==> config.mk <==
export PLATFORM = sky130hd
export DESIGN_NAME = fir_mac_sequencer_flat
export DESIGN_NICKNAME = d
export VERILOG_FILES = /design/src/rtl/fir_mac_sequencer_if.sv /design/src/rtl/fir_mac_sequencer.sv /design/src/flat_wrapper.sv
export SDC_FILE = /design/constraint.sdc
export NUM_CORES = 1
export LEC_CHECK = 0
export ABC_AREA = 1
export CAP_MARGIN = 20
export CORE_MARGIN = 10
export CORE_UTILIZATION = 50
export CTS_CLUSTER_DIAMETER = 100
export CTS_CLUSTER_SIZE = 30
export DETAILED_ROUTE_END_ITERATION = 6
export PLACE_DENSITY = 0.76
export SLEW_MARGIN = 20
export SYNTH_ARGS = -nofsm -noshare
export SYNTH_HDL_FRONTEND = slang
export SYNTH_SLANG_ARGS = --single-unit
==> constraint.sdc <==
create_clock -name sys_clk -period 3.5 [get_ports sys_clk]
set_clock_uncertainty 0.2 [all_clocks]
set_input_delay 0.35 -clock sys_clk [delete_from_list [all_inputs] [get_ports sys_clk]]
set_output_delay 0.35 -clock sys_clk [all_outputs]
set_load 0.05 [all_outputs]
==> src/rtl/fir_mac_sequencer_if.sv <==
`default_nettype none
// ============================================================================
// Module      : fir_mac_sequencer_if
// Description : Bundle between the FIR MAC sequencer and the rest of the filter
//               (sample strobe in, delay-line/ROM/MAC control out).
// Revision    : 1.0 - initial release
// ============================================================================
interface fir_mac_sequencer_if #(
    parameter int AW = 7
);
    logic          sam_clk_en;
    logic          clr_overrun;
    logic          wr_en;
    logic [AW-1:0] wr_addr;
    logic [AW-1:0] tap_a_addr;
    logic [AW-1:0] tap_b_addr;
    logic [AW-1:0] coef_addr;
    logic          pre_add_en;
    logic          acc_clr;
    logic          acc_en;
    logic          out_load;
    logic          busy;
    logic          overrun;

    modport master (
        output sam_clk_en, clr_overrun,
        input  wr_en, wr_addr, tap_a_addr, tap_b_addr, coef_addr,
        input  pre_add_en, acc_clr, acc_en, out_load, busy, overrun
    );

    modport slave (
        input  sam_clk_en, clr_overrun,
        output wr_en, wr_addr, tap_a_addr, tap_b_addr, coef_addr,
        output pre_add_en, acc_clr, acc_en, out_load, busy, overrun
    );
endinterface
`default_nettype wire

==> src/rtl/fir_mac_sequencer.sv <==
`default_nettype none
// ============================================================================
// Module      : fir_mac_sequencer
// Description : Time-multiplexed FIR controller: delay-line write, tap/coef
//               address sequencing, MAC strobes, drain and output load.
//               Define MAC_SEQ_FOLD_EN for symmetric (pre-added) folding.
// Revision    : 1.0 - initial release
// ============================================================================
module fir_mac_sequencer #(
    parameter int NTAPS = 101,
    parameter int PIPE  = 2,
    parameter int AW    = $clog2(NTAPS)
) (
    input  wire logic           sys_clk,
    input  wire logic           reset,
    fir_mac_sequencer_if.slave  bus
);

`ifdef MAC_SEQ_FOLD_EN
    localparam int              c_h      = (NTAPS - 1) / 2;
    localparam int              c_last   = c_h;
    localparam logic [AW-1:0]   c_h_j    = AW'(c_h);
`else
    localparam int              c_last   = NTAPS - 1;
`endif
    localparam logic [AW-1:0]   c_last_j = AW'(c_last);
    localparam logic [AW:0]     c_ntaps  = (AW+1)'(NTAPS);
    localparam int              c_dw     = (PIPE > 1) ? $clog2(PIPE) : 1;
    localparam int              c_dlast  = (PIPE > 0) ? PIPE - 1 : 0;

    typedef enum logic [2:0] {
        S_IDLE  = 3'd0,
        S_WRITE = 3'd1,
        S_MAC   = 3'd2,
        S_DRAIN = 3'd3,
        S_DONE  = 3'd4
    } state_t;

    state_t          r_state;
    logic [AW-1:0]   r_head;
    logic [AW-1:0]   r_j;
    logic [c_dw-1:0] r_drain;
    logic            r_wr_en;
    logic [AW-1:0]   r_wr_addr;
    logic [AW-1:0]   r_tap_a;
    logic [AW-1:0]   r_tap_b;
    logic [AW-1:0]   r_coef;
    logic            r_pre_add;
    logic            r_acc_clr;
    logic            r_acc_en;
    logic            r_out_load;
    logic            r_busy;
    logic            r_overrun;

    logic [AW-1:0]   w_j_next;
    logic [AW:0]     w_sum_a;
    logic [AW-1:0]   w_addr_a;
    logic [AW-1:0]   w_head_dec;
`ifdef MAC_SEQ_FOLD_EN
    logic [AW:0]     w_sum_b;
    logic [AW-1:0]   w_addr_b;
`endif

    // Addresses are precomputed for the tap about to be issued so they can be registered.
    always_comb begin
        w_j_next   = (r_state == S_WRITE) ? '0 : r_j + 1'b1;
        w_sum_a    = {1'b0, r_head} + {1'b0, w_j_next};
        w_addr_a   = AW'((w_sum_a >= c_ntaps) ? (w_sum_a - c_ntaps) : w_sum_a);
        w_head_dec = (r_head == '0) ? AW'(NTAPS - 1) : r_head - 1'b1;
`ifdef MAC_SEQ_FOLD_EN
        w_sum_b    = {1'b0, r_head} + (c_ntaps - 1'b1 - {1'b0, w_j_next});
        w_addr_b   = AW'((w_sum_b >= c_ntaps) ? (w_sum_b - c_ntaps) : w_sum_b);
`endif
    end

    always_ff @(posedge sys_clk or posedge reset) begin
        if (reset) begin
            r_state    <= S_IDLE;
            r_head     <= '0;
            r_j        <= '0;
            r_drain    <= '0;
            r_wr_en    <= 1'b0;
            r_wr_addr  <= '0;
            r_tap_a    <= '0;
            r_tap_b    <= '0;
            r_coef     <= '0;
            r_pre_add  <= 1'b0;
            r_acc_clr  <= 1'b0;
            r_acc_en   <= 1'b0;
            r_out_load <= 1'b0;
            r_busy     <= 1'b0;
            r_overrun  <= 1'b0;
        end else begin
            if (bus.sam_clk_en && (r_state != S_IDLE)) begin
                r_overrun <= 1'b1;
            end else if (bus.clr_overrun) begin
                r_overrun <= 1'b0;
            end

            case (r_state)
                S_IDLE: begin
                    if (bus.sam_clk_en) begin
                        r_state   <= S_WRITE;
                        r_wr_en   <= 1'b1;
                        r_wr_addr <= r_head;
                        r_busy    <= 1'b1;
                    end
                end

                S_WRITE, S_MAC: begin
                    if ((r_state == S_MAC) && (r_j == c_last_j)) begin
                        r_acc_en  <= 1'b0;
                        r_acc_clr <= 1'b0;
                        r_pre_add <= 1'b0;
                        r_tap_a   <= '0;
                        r_tap_b   <= '0;
                        r_coef    <= '0;
                        if (PIPE > 0) begin
                            r_state <= S_DRAIN;
                            r_drain <= '0;
                        end else begin
                            r_state    <= S_DONE;
                            r_out_load <= 1'b1;
                        end
                    end else begin
                        r_state   <= S_MAC;
                        r_wr_en   <= 1'b0;
                        r_wr_addr <= '0;
                        r_j       <= w_j_next;
                        r_acc_en  <= 1'b1;
                        r_acc_clr <= (r_state == S_WRITE);
                        r_coef    <= w_j_next;
                        r_tap_a   <= w_addr_a;
`ifdef MAC_SEQ_FOLD_EN
                        // Center tap has no mirror partner.
                        if (w_j_next == c_h_j) begin
                            r_tap_b   <= '0;
                            r_pre_add <= 1'b0;
                        end else begin
                            r_tap_b   <= w_addr_b;
                            r_pre_add <= 1'b1;
                        end
`else
                        r_tap_b   <= '0;
                        r_pre_add <= 1'b0;
`endif
                    end
                end

                S_DRAIN: begin
                    if (r_drain == c_dw'(c_dlast)) begin
                        r_state    <= S_DONE;
                        r_out_load <= 1'b1;
                    end else begin
                        r_drain <= r_drain + 1'b1;
                    end
                end

                S_DONE: begin
                    r_out_load <= 1'b0;
                    r_busy     <= 1'b0;
                    r_head     <= w_head_dec;
                    r_j        <= '0;
                    r_state    <= S_IDLE;
                end

                default: r_state <= S_IDLE;
            endcase
        end
    end

    assign bus.wr_en      = r_wr_en;
    assign bus.wr_addr    = r_wr_addr;
    assign bus.tap_a_addr = r_tap_a;
    assign bus.tap_b_addr = r_tap_b;
    assign bus.coef_addr  = r_coef;
    assign bus.pre_add_en = r_pre_add;
    assign bus.acc_clr    = r_acc_clr;
    assign bus.acc_en     = r_acc_en;
    assign bus.out_load   = r_out_load;
    assign bus.busy       = r_busy;
    assign bus.overrun    = r_overrun;

endmodule
`default_nettype wire

==> src/flat_wrapper.sv <==
// flat-port wrapper written by rule: the top's interface ports become plain ports
module fir_mac_sequencer_flat 
#(
    parameter int NTAPS = 101,
    parameter int PIPE  = 2,
    parameter int AW    = $clog2(NTAPS)
)
  (sys_clk, reset, bus_sam_clk_en, bus_clr_overrun, bus_wr_en, bus_wr_addr, bus_tap_a_addr, bus_tap_b_addr, bus_coef_addr, bus_pre_add_en, bus_acc_clr, bus_acc_en, bus_out_load, bus_busy, bus_overrun);
  fir_mac_sequencer_if #(.AW(AW)) bus_i ();
  input  wire logic sys_clk;
  input  wire logic reset;
  input wire logic [$bits(bus_i.sam_clk_en)-1:0] bus_sam_clk_en;
  input wire logic [$bits(bus_i.clr_overrun)-1:0] bus_clr_overrun;
  output wire logic [$bits(bus_i.wr_en)-1:0] bus_wr_en;
  output wire logic [$bits(bus_i.wr_addr)-1:0] bus_wr_addr;
  output wire logic [$bits(bus_i.tap_a_addr)-1:0] bus_tap_a_addr;
  output wire logic [$bits(bus_i.tap_b_addr)-1:0] bus_tap_b_addr;
  output wire logic [$bits(bus_i.coef_addr)-1:0] bus_coef_addr;
  output wire logic [$bits(bus_i.pre_add_en)-1:0] bus_pre_add_en;
  output wire logic [$bits(bus_i.acc_clr)-1:0] bus_acc_clr;
  output wire logic [$bits(bus_i.acc_en)-1:0] bus_acc_en;
  output wire logic [$bits(bus_i.out_load)-1:0] bus_out_load;
  output wire logic [$bits(bus_i.busy)-1:0] bus_busy;
  output wire logic [$bits(bus_i.overrun)-1:0] bus_overrun;
  assign bus_i.sam_clk_en = bus_sam_clk_en;
  assign bus_i.clr_overrun = bus_clr_overrun;
  assign bus_wr_en = bus_i.wr_en;
  assign bus_wr_addr = bus_i.wr_addr;
  assign bus_tap_a_addr = bus_i.tap_a_addr;
  assign bus_tap_b_addr = bus_i.tap_b_addr;
  assign bus_coef_addr = bus_i.coef_addr;
  assign bus_pre_add_en = bus_i.pre_add_en;
  assign bus_acc_clr = bus_i.acc_clr;
  assign bus_acc_en = bus_i.acc_en;
  assign bus_out_load = bus_i.out_load;
  assign bus_busy = bus_i.busy;
  assign bus_overrun = bus_i.overrun;
  fir_mac_sequencer #(.NTAPS(NTAPS), .PIPE(PIPE), .AW(AW)) u_core (.sys_clk(sys_clk), .reset(reset), .bus(bus_i));
endmodule
# After elaboration in Yosys (flattened, before gate mapping)
# Index checks and enable logic that the tools add are counted.
[totals] output_inout_bits=35 in_bits=4 ff_bits=45 elab_cells=73
[classes] n_addsub=5 n_reduce_logical=18 order_cmp=1 eq_ne=9 muxes=27
[op_table] op="two-way mux 7 bit" count=8
[op_table] op="one-hot mux 7 bit (2 select lines)" count=2
[op_table] op="nonzero test 2 bit" count=6
[op_table] op="two-way mux 1 bit" count=10
[op_table] op="AND reduction 2 bit" count=5
[op_table] op="one-hot mux 3 bit (3 select lines)" count=1
[op_table] op="adder 7 x 7 -> 8 bit" count=1
[op_table] op=">= comparator 8 x 7 -> 1 bit (second input constant)" count=1
[op_table] op="one-hot mux 1 bit (2 select lines)" count=4
[op_table] op="adder 7 x 1 -> 7 bit (second input constant)" count=1
[op_table] op="equality test 7 bit (second input constant)" count=1
[op_table] op="logical NOT 7 bit" count=1
[op_table] op="subtractor 7 x 1 -> 7 bit (second input constant)" count=1
[op_table] op="subtractor 7 bit (second input constant)" count=1
[op_table] op="equality test 3 x 2 -> 1 bit (second input constant)" count=2
[op_table] op="two-way mux 3 bit" count=2
[op_table] op="!= test 2 x 1 -> 1 bit (second input constant)" count=2
[op_table] op="!= test 2 bit (second input constant)" count=2
[op_table] op="equality test 3 x 1 -> 1 bit (second input constant)" count=1
[op_table] op="equality test 3 bit (second input constant)" count=1
[op_table] op="logical NOT 3 bit" count=1
[op_table] op="AND reduction 3 bit" count=1
[op_table] op="nonzero test 3 bit" count=1
[op_table] op="logical AND 1 bit" count=2
[op_table] op="other kinds (2)" count=2

# Longest topological paths before layout
# Gate-level depths: netlist of the first run.
[depth] ltp_word=6 depth_mapped=22 ltp_nobuf=22

# Least setup slack after synthesis of the first run
# Ideal clock, no wire load.
[synth_path] path_type="reg-to-reg" from="register u_core.r_state[1]" to="register u_core.r_tap_a[0], in the netlist u_core.bus.tap_a_addr[0]" arrival_time_ps=2399 setup_slack_ps=781 stages_incl_launch_ff=17 setup_time_ps=120 path_cell_list="dfrtp_1 nor3_4 inv_2 nand2_1 inv_1 ha_1 inv_1 fa_1 ha_1 inv_1 nand2_1 nand3_1 nand3_2 nand2_4 nand2_1 nand2_1 o21ai_2"
[synth_between] elab_chain_len=6 elab_cells_between_ends=10 classes_between="2 x add/sub; 1 x order compare; 2 x eq/ne; 3 x mux; 2 x reduce/logical"
[synth_rtl] item="start, declared" line_no="fir_mac_sequencer.sv:39" source="state_t r_state;"
[synth_rtl] item="start signal, assigned" line_no="fir_mac_sequencer.sv:78" source="r_state <= S_IDLE;"
[synth_rtl] item="start signal, assigned" line_no="fir_mac_sequencer.sv:103" source="r_state <= S_WRITE;"
[synth_rtl] item="start signal, assigned" line_no="fir_mac_sequencer.sv:119" source="r_state <= S_DRAIN;"
[synth_rtl] item="equality test 3 x 1 -> 1 bit" line_no="fir_mac_sequencer.sv:66, fir_mac_sequencer.sv:100"
[synth_rtl] item="two-way mux 7 bit" line_no="fir_mac_sequencer.sv:66" source="w_j_next = (r_state == S_WRITE) ? '0 : r_j + 1'b1;"
[synth_rtl] item="adder 7 x 7 -> 8 bit" line_no="fir_mac_sequencer.sv:67" source="w_sum_a = {1'b0, r_head} + {1'b0, w_j_next};"
[synth_rtl] item="subtractor 7 bit or >= comparator 8 x 7 -> 1 bit (tied branches)" line_no="fir_mac_sequencer.sv:68" source="w_addr_a = AW'((w_sum_a >= c_ntaps) ? (w_sum_a - c_ntaps) : w_sum_a);"
[synth_rtl] item="two-way mux 7 bit" line_no="fir_mac_sequencer.sv:68"
[synth_rtl] item="two-way mux 7 bit" line_no="fir_mac_sequencer.sv:111" source="if ((r_state == S_MAC) && (r_j == c_last_j)) begin"
[synth_rtl] item="end signal, assigned" line_no="fir_mac_sequencer.sv:133" source="r_tap_a <= w_addr_a;"
[synth_rtl] item="end, declared" line_no="fir_mac_sequencer.sv:45" source="logic [AW-1:0] r_tap_a;"
# Several ways; a longest one is shown, not always the timed one.
# A chain may end at the register's enable or synchronous reset.

# Worst setup path after layout of the first run
[layout_path] from="register u_core.r_state[2]" to="register u_core.r_tap_a[4], in the netlist u_core.bus.tap_a_addr[4]"
# The elaborated chain is that of the path after synthesis.

==> metrics.md, run 1 <==
| Metric | Value |
|---|---|
| Status | `finished, final reports clean` |
| Fin crit period | `3.04 ns` |
| Max cap viols | `0` |
| Share of post-route cells with drive strength above 1 | `0.0921` |
| Drt pass-1 iters | `4` |
| Max clock buf depth | `2` |
| I/O Buffers | `30` |
| Die Area | `8550 sq um` |
| CTS tree | `done` |
| Avg Cell Area, Syn | `7.83 sq um` |
| DR vias | `between 2000 and 2500` |
| Most common cell after layout, fill and taps aside | `nand2_1` |
| DP Worst Slack | `0.501 ns` |
| Total Routed Length | `5690 microns` |
| Post-route setup slack | `0.463 ns` |
| RSZ-0062 raised after global routing | `no` |
| Largest net degree at the start of global routing | `28` |
| Fin area | `about 3100 sq um` |
| Yosys cell types | `34` |
| Max-slew violations | `0` |
| Root Buffer | `clkbuf_8` |
| Synth Instances | `between 300 and 400` |
| Rows | `26` |
| Setup TNS | `0 ns` |
| Die span in y | `92.4 microns` |
| Post-synthesis adder-cell area fraction | `0.0649` |
| DR vias/cell | `approximately 5.0` |
| Post-CTS Resized | `0` |
| Crit. End Element | `flip-flop` |
| Ranking of synthesized cells by area | `dfrtp_1 (43%), nand2_1 (13%), inv_1 (7.0%), ha_1 (5.7%), nand3_1 (4.8%)` |
| Largest family of logic cells by synthesized area | `simple AND/OR/NAND/NOR gates` |
| # setup viols final | `0` |
| Post-synthesis xor/xnor area fraction | `0.0229` |
| HPWL after DPL | `4490 microns` |
| Routed wire per std cell | `13.0 microns` |
| Fmax | `329 MHz` |
| Fillers | `478` |
| Inserted Diodes | `0` |
| # hold bufs at CTS | `0` |
| WP data required | `between 3 and 4 ns` |
| Startpoint Class | `flip-flop` |
| GRT overflow | `0` |
| I/O pins | `39` |
| Initial core utilization | `0.514` |
| DR iter-0 viols | `171` |
| Slew at the pin closest to its max-slew limit | `0.659 ns` |
| Post-Synth Simple-Gate Area | `0.295` |
| Final Cycle Share | `0.868` |
| Worst Hold Class | `in -> async` |
| #FFs+latches synth | `45` |
| Placed Area | `2970 sq um` |
| Gr usage total | `0.144` |
| Area Overhead vs Synth | `17.3%` |
| # DRC | `0` |
| Gpl congestion | `roughly 0.92` |
| Synth top area share | `0.429` |
| CTS Sinks | `45` |
| Fin nets | `about 390` |
| Inserted Clock Buffers | `5` |
| Worst Path Arrival | `3.03 ns` |
| Clock latency at the later pin of the worst-skew pair | `0.30 ns` |
| Die X | `92.4 microns` |
| Core Box Area | `just over 5000 sq um` |
| Mux contribution to synthesized area | `0` |
| Kind of critical path | `reg -> reg` |
| Post-CTS Setup Inserts | `0` |
| Yosys top cell by area | `dfrtp_1` |
| Yosys warns | `0` |
| Initial antenna violation count | `0` |
| Rel. slew slack | `0.558` |
| Post-layout util | `0.602` |
| Synth Cell Area | `2620 sq um` |
| Part of the Yosys area used for sequential elements | `0.429` |
| Global-route wire length before repair | `10300 microns` |
| Reg clk slew, reported paths | `0.09 ns` |
| Fin. Hold Viols | `0` |
| Vias in the first global route | `approximately 2200` |
| # H-tree levels | `2` |
| Most frequent cells in the layout | `nand2_1 (90), inv_1 (48), dfrtp_1 (45)` |
| Worst Path Max Fanout | `10` |
| Antenna Violating Nets Remaining | `0` |
| Synth Area in Compound Gates | `0.0792` |
==> logic make-up after synthesis <==
logic type	Yosys count
simple gates	166
buf+inv	66
flops	45
compound gates	38
fa+ha+maj	13
xor+xnor	6
other cells	1
==> metrics by stage <==
stage / hold slack, ns / cells
detailed placement: 0.259 / 431
CTS: 0.177 / 439
finish: 0.151 / 439
global route: 0.204 / 439
floorplan: 0.258 / 342
global placement: 0.256 / 431
==> Yosys cell counts <==
| master | n |
|---|---|
| nand3_1 | 25 |
| fa_1 | 1 |
| nand4_2 | 1 |
| buf_4 | 9 |
| o21ai_0 | 21 |
| or2_1 | 1 |
| nand2_4 | 2 |
| a31oi_1 | 1 |
| nand2_2 | 6 |
| nor2_2 | 2 |
| clkbuf_1 | 1 |
| buf_1 | 1 |
| a21oi_1 | 11 |
| xnor2_2 | 1 |
| xnor2_1 | 2 |
| o21ai_2 | 2 |
| buf_2 | 1 |
| nand2_1 | 90 |
| ha_1 | 12 |
| nor3_1 | 7 |
| conb_1 | 1 |
| inv_1 | 49 |
| nor2_1 | 19 |
| nand3_2 | 3 |
| nor3_4 | 1 |
| nor2_4 | 2 |
| xor2_1 | 3 |
| dfrtp_1 | 45 |
| nand4_1 | 6 |
| inv_2 | 5 |
| o211ai_1 | 1 |
| nor4_1 | 1 |
| a21oi_2 | 1 |
| o31ai_1 | 1 |
==> area by class of cell <==
| cell class | instances | area (sq um) | area share |
|---|---|---|---|
| sequential | 45 | 1130 | 0.366 |
| timing repair buffer | 31 | 308 | 0.100 |
| multi-input combinational | 231 | 1240 | 0.403 |
| tap | 70 | 87.6 | 0.0285 |
| inverter | 54 | 203 | 0.0659 |
| clock buffer | 6 | 72.6 | 0.0236 |
| clock inverter | 2 | 38.8 | 0.0126 |
==> flip-flops by register name (all words and copies together) (netlist names), 3 cells and up <==
register,cells
u_core.r_state,3
u_core.r_j,7
u_core.bus.tap_a_addr,7
u_core.r_head,7
u_core.bus.wr_addr,7
u_core.bus.coef_addr,7
==> per-layer routing <==
| layer | share of wire | track usage |
|---|---|---|
| met2 | 0.47 | 0.238 |
| met3 | 0.055 | 0.0355 |
| met5 | 0 | 0 |
| met4 | 0.020 | 0.0566 |
| met1 | 0.45 | 0.177 |
==> worst max-delay path, stage by stage, from the launching register on <==
cell and delay (ns):
dfrtp_1 0.46, nor3_4 0.27, inv_2 0.11, nand2_1 0.07, inv_1 0.05, ha_1 0.21, inv_1 0.08, fa_1 0.47
ha_1 0.23, inv_1 0.09, nand2_1 0.09, nand3_1 0.12, nand3_2 0.13, nand2_4 0.15, nand2_1 0.08, nand3_1 0.07
nand2_1 0.05
==> final timing paths <==
path / from / slack, ns / end / cells after the start
max: u_core.r_state[2] / 0.46 / u_core.bus.tap_a_addr[4] / 16
min: reset / 0.15 / u_core.bus.overrun / 2
max reg2reg: u_core.r_state[2] / 0.46 / u_core.bus.tap_a_addr[4] / 16
min reg2reg: u_core.bus.acc_clr / 0.27 / u_core.bus.acc_clr / 2
max in group asynchronous: reset / 2.21 / u_core.bus.acc_clr / 3
min in group sys_clk: u_core.bus.acc_clr / 0.27 / u_core.bus.acc_clr / 2
Power of run 1 is left out: the tool's default activity adds up to more than one toggle a clock period on the data nets, which glitch-free logic cannot reach.
==> run 2, diff against run 1 <==
- PLACE_DENSITY: 0.76 -> not set
- PLACE_DENSITY_LB_ADDON: not set -> 0.2
==> run 2 against run 1 <==
Via count up 1.1%. Sequential cell count is the same. Cell count unchanged. Worst hold slack better by 0.038 ns. Die area stayed put. First-iteration DRC count fell by 32%. Fmax decreased by 0.34%. Non-clock buffer count stayed put. Global-route usage shrank 0.22 points. Critical path type unchanged. Highest routed layer unchanged.
==> metrics.md, run 2 (synthesized netlist as in run 1, its figures left out) <==
| Metric | Value |
|---|---|
| Crit. End Element | `flip-flop` |
| DR iter-0 viols | `117 (-32%)` |
| Total Routed Length | `5820 microns (+2.2%)` |
| Reg clk slew, reported paths | `0.08 ns (about the same)` |
| Initial core utilization | `0.514 (unchanged)` |
| Kind of critical path | `reg -> reg` |
| WP data required | `3.50 ns (about the same)` |
| Rows | `26 (unchanged)` |
| Register Area | `1130 sq um (unchanged)` |
| Vias in the first global route | `2187 (-1.2%)` |
| Post-layout util | `0.597 (-0.00539)` |
| Setup TNS | `0 ns (unchanged)` |
| # setup viols final | `0 (unchanged)` |
| Routed wire per std cell | `13.2 microns (+2.2%)` |
| Post-CTS Resized | `0 (unchanged)` |
| Max clock buf depth | `2 (unchanged)` |
| Rel. slew slack | `0.514 (-0.0442)` |
| Post-CTS Setup Inserts | `0 (unchanged)` |
| I/O Buffers | `30 (unchanged)` |
| Fin. Hold Viols | `0 (unchanged)` |
| # DRC | `0 (unchanged)` |
| GRT overflow | `0 (unchanged)` |
| Antenna Violating Nets Remaining | `0 (unchanged)` |
| Worst Hold Class | `in -> async` |
| Final Cycle Share | `0.871 (+0.00300)` |
| Multi-input logic area | `1240 sq um (unchanged)` |
| CTS Sinks | `45 (unchanged)` |
| Initial antenna violation count | `0 (unchanged)` |
| Status | `finished, final reports clean` |
| # hold bufs at CTS | `0 (unchanged)` |
| Fin crit period | `3.05 ns (+0.0105 ns)` |
| Share of post-route cells with drive strength above 1 | `0.0894 (-0.00271)` |
| Max cap viols | `0 (unchanged)` |
| Gpl congestion | `0.881 (-4.0%)` |
| CTS tree | `done` |
| Drt pass-1 iters | `4 (unchanged)` |
| RSZ-0062 raised after global routing | `no` |
| I/O pins | `39 (unchanged)` |
| Placed cells | `431 (unchanged)` |
| Largest net degree at the start of global routing | `26 (-7.1%)` |
| FF-to-FF setup slack | `0.45 ns (about the same)` |
| Core Box Area | `5110 sq um (unchanged)` |
| Root Buffer | `clkbuf_8` |
| Die Area | `8550 sq um (unchanged)` |
| Non-filler cells, final | `439 (unchanged)` |
| Most common cell after layout, fill and taps aside | `nand2_1` |
| HPWL after DPL | `4490 microns (about the same)` |
| Max-slew violations | `0 (unchanged)` |
| Most frequent cells in the layout | `nand2_1 (90), inv_1 (48), dfrtp_1 (45)` |
| Fmax | `328 MHz (-0.34%)` |
| Global-route wire length before repair | `10100 microns (-1.7%)` |
| Worst Path Max Fanout | `10 (unchanged)` |
| Inserted Clock Buffers | `5 (unchanged)` |
| DR vias | `2211 (+1.1%)` |
| Worst Path Arrival | `3.04 ns (about the same)` |
| Startpoint Class | `flip-flop` |
| Inserted Diodes | `0 (unchanged)` |
| Clock latency at the later pin of the worst-skew pair | `0.30 ns (about the same)` |
| Area Overhead vs Synth | `16.2%` |
| Gr usage total | `0.142 (-0.00219)` |
| Die X | `92.4 microns (unchanged)` |
| Slew at the pin closest to its max-slew limit | `0.725 ns (+0.0659 ns)` |
| Die span in y | `92.4 microns (unchanged)` |
| DR vias/cell | `5.04 (+1.1%)` |
| # H-tree levels | `2 (unchanged)` |
| Fillers | `486 (+1.7%)` |
| Fin nets | `385 (unchanged)` |
-- run 2: cell types whose count changed in the layout (fill, tap and decap cells not counted) --
cell and delta:
bufinv_16 -1, clkbuf_1 +1, clkinv_4 -1, clkinvlp_4 +1
-- run 2: path summary, 6_finish.rpt --
kind / start / end / cells past startpoint
worst min-delay path: reset / u_core.bus.coef_addr[2] / 2
max in group asynchronous: reset / u_core.bus.coef_addr[1] / 3
worst max-delay path: u_core.r_state[2] / u_core.bus.tap_a_addr[0] / 16
worst min register to register: u_core.bus.busy / u_core.bus.busy / 2
worst max register to register: u_core.r_state[2] / u_core.bus.tap_a_addr[0] / 16
min in group sys_clk: u_core.bus.busy / u_core.bus.busy / 2
-- run 2: stage by stage --
step	setup WS, ns	instance area (sq um)	hold slack [ns]
4_1_cts	0.441	3050	0.209
3_3_place_gp	0.511	2970	0.253
2_1_floorplan	0.781	2650	0.258
6_report	0.453	3050	0.189
5_1_grt	0.244	3050	0.245
3_5_place_dp	0.461	2970	0.258
-- run 2: routing by layer --
layer  GRT usage  part of all wire
met1       0.173              0.45
met2       0.248              0.48
met3      0.0258             0.057
met4      0.0476             0.012
met5           0                 0
-- run 2: worst max-delay path, stage by stage, from the launching register on --
cell and delay (ns):
dfrtp_1 0.47, nor3_4 0.29, inv_2 0.11, nand2_1 0.07, inv_1 0.05, ha_1 0.21
inv_1 0.08, fa_1 0.47, ha_1 0.23, inv_1 0.08, nand2_1 0.09, nand3_1 0.12
nand3_2 0.12, nand2_4 0.15, nand2_1 0.07, nand2_1 0.07, o21ai_2 0.05
-- run 2: area by class of cell --
type | instances | area share
Clock buffer | 7 | 0.0250
Clock inverter | 1 | 0.00246
Inverter | 54 | 0.0665
Multi-Input combinational cell | 231 | 0.407
Sequential cell | 45 | 0.369
Tap cell | 70 | 0.0287
Timing Repair Buffer | 31 | 0.101
Power of run 2 is left out for the same reason.
==> run 3, diff against run 2 <==
- ABC_CLOCK_PERIOD_IN_PS: not set -> 3500
==> results of run 3 <==
Final layout, timing and power as in run 2 (identical DEF).
Power of run 3 is left out for the same reason.
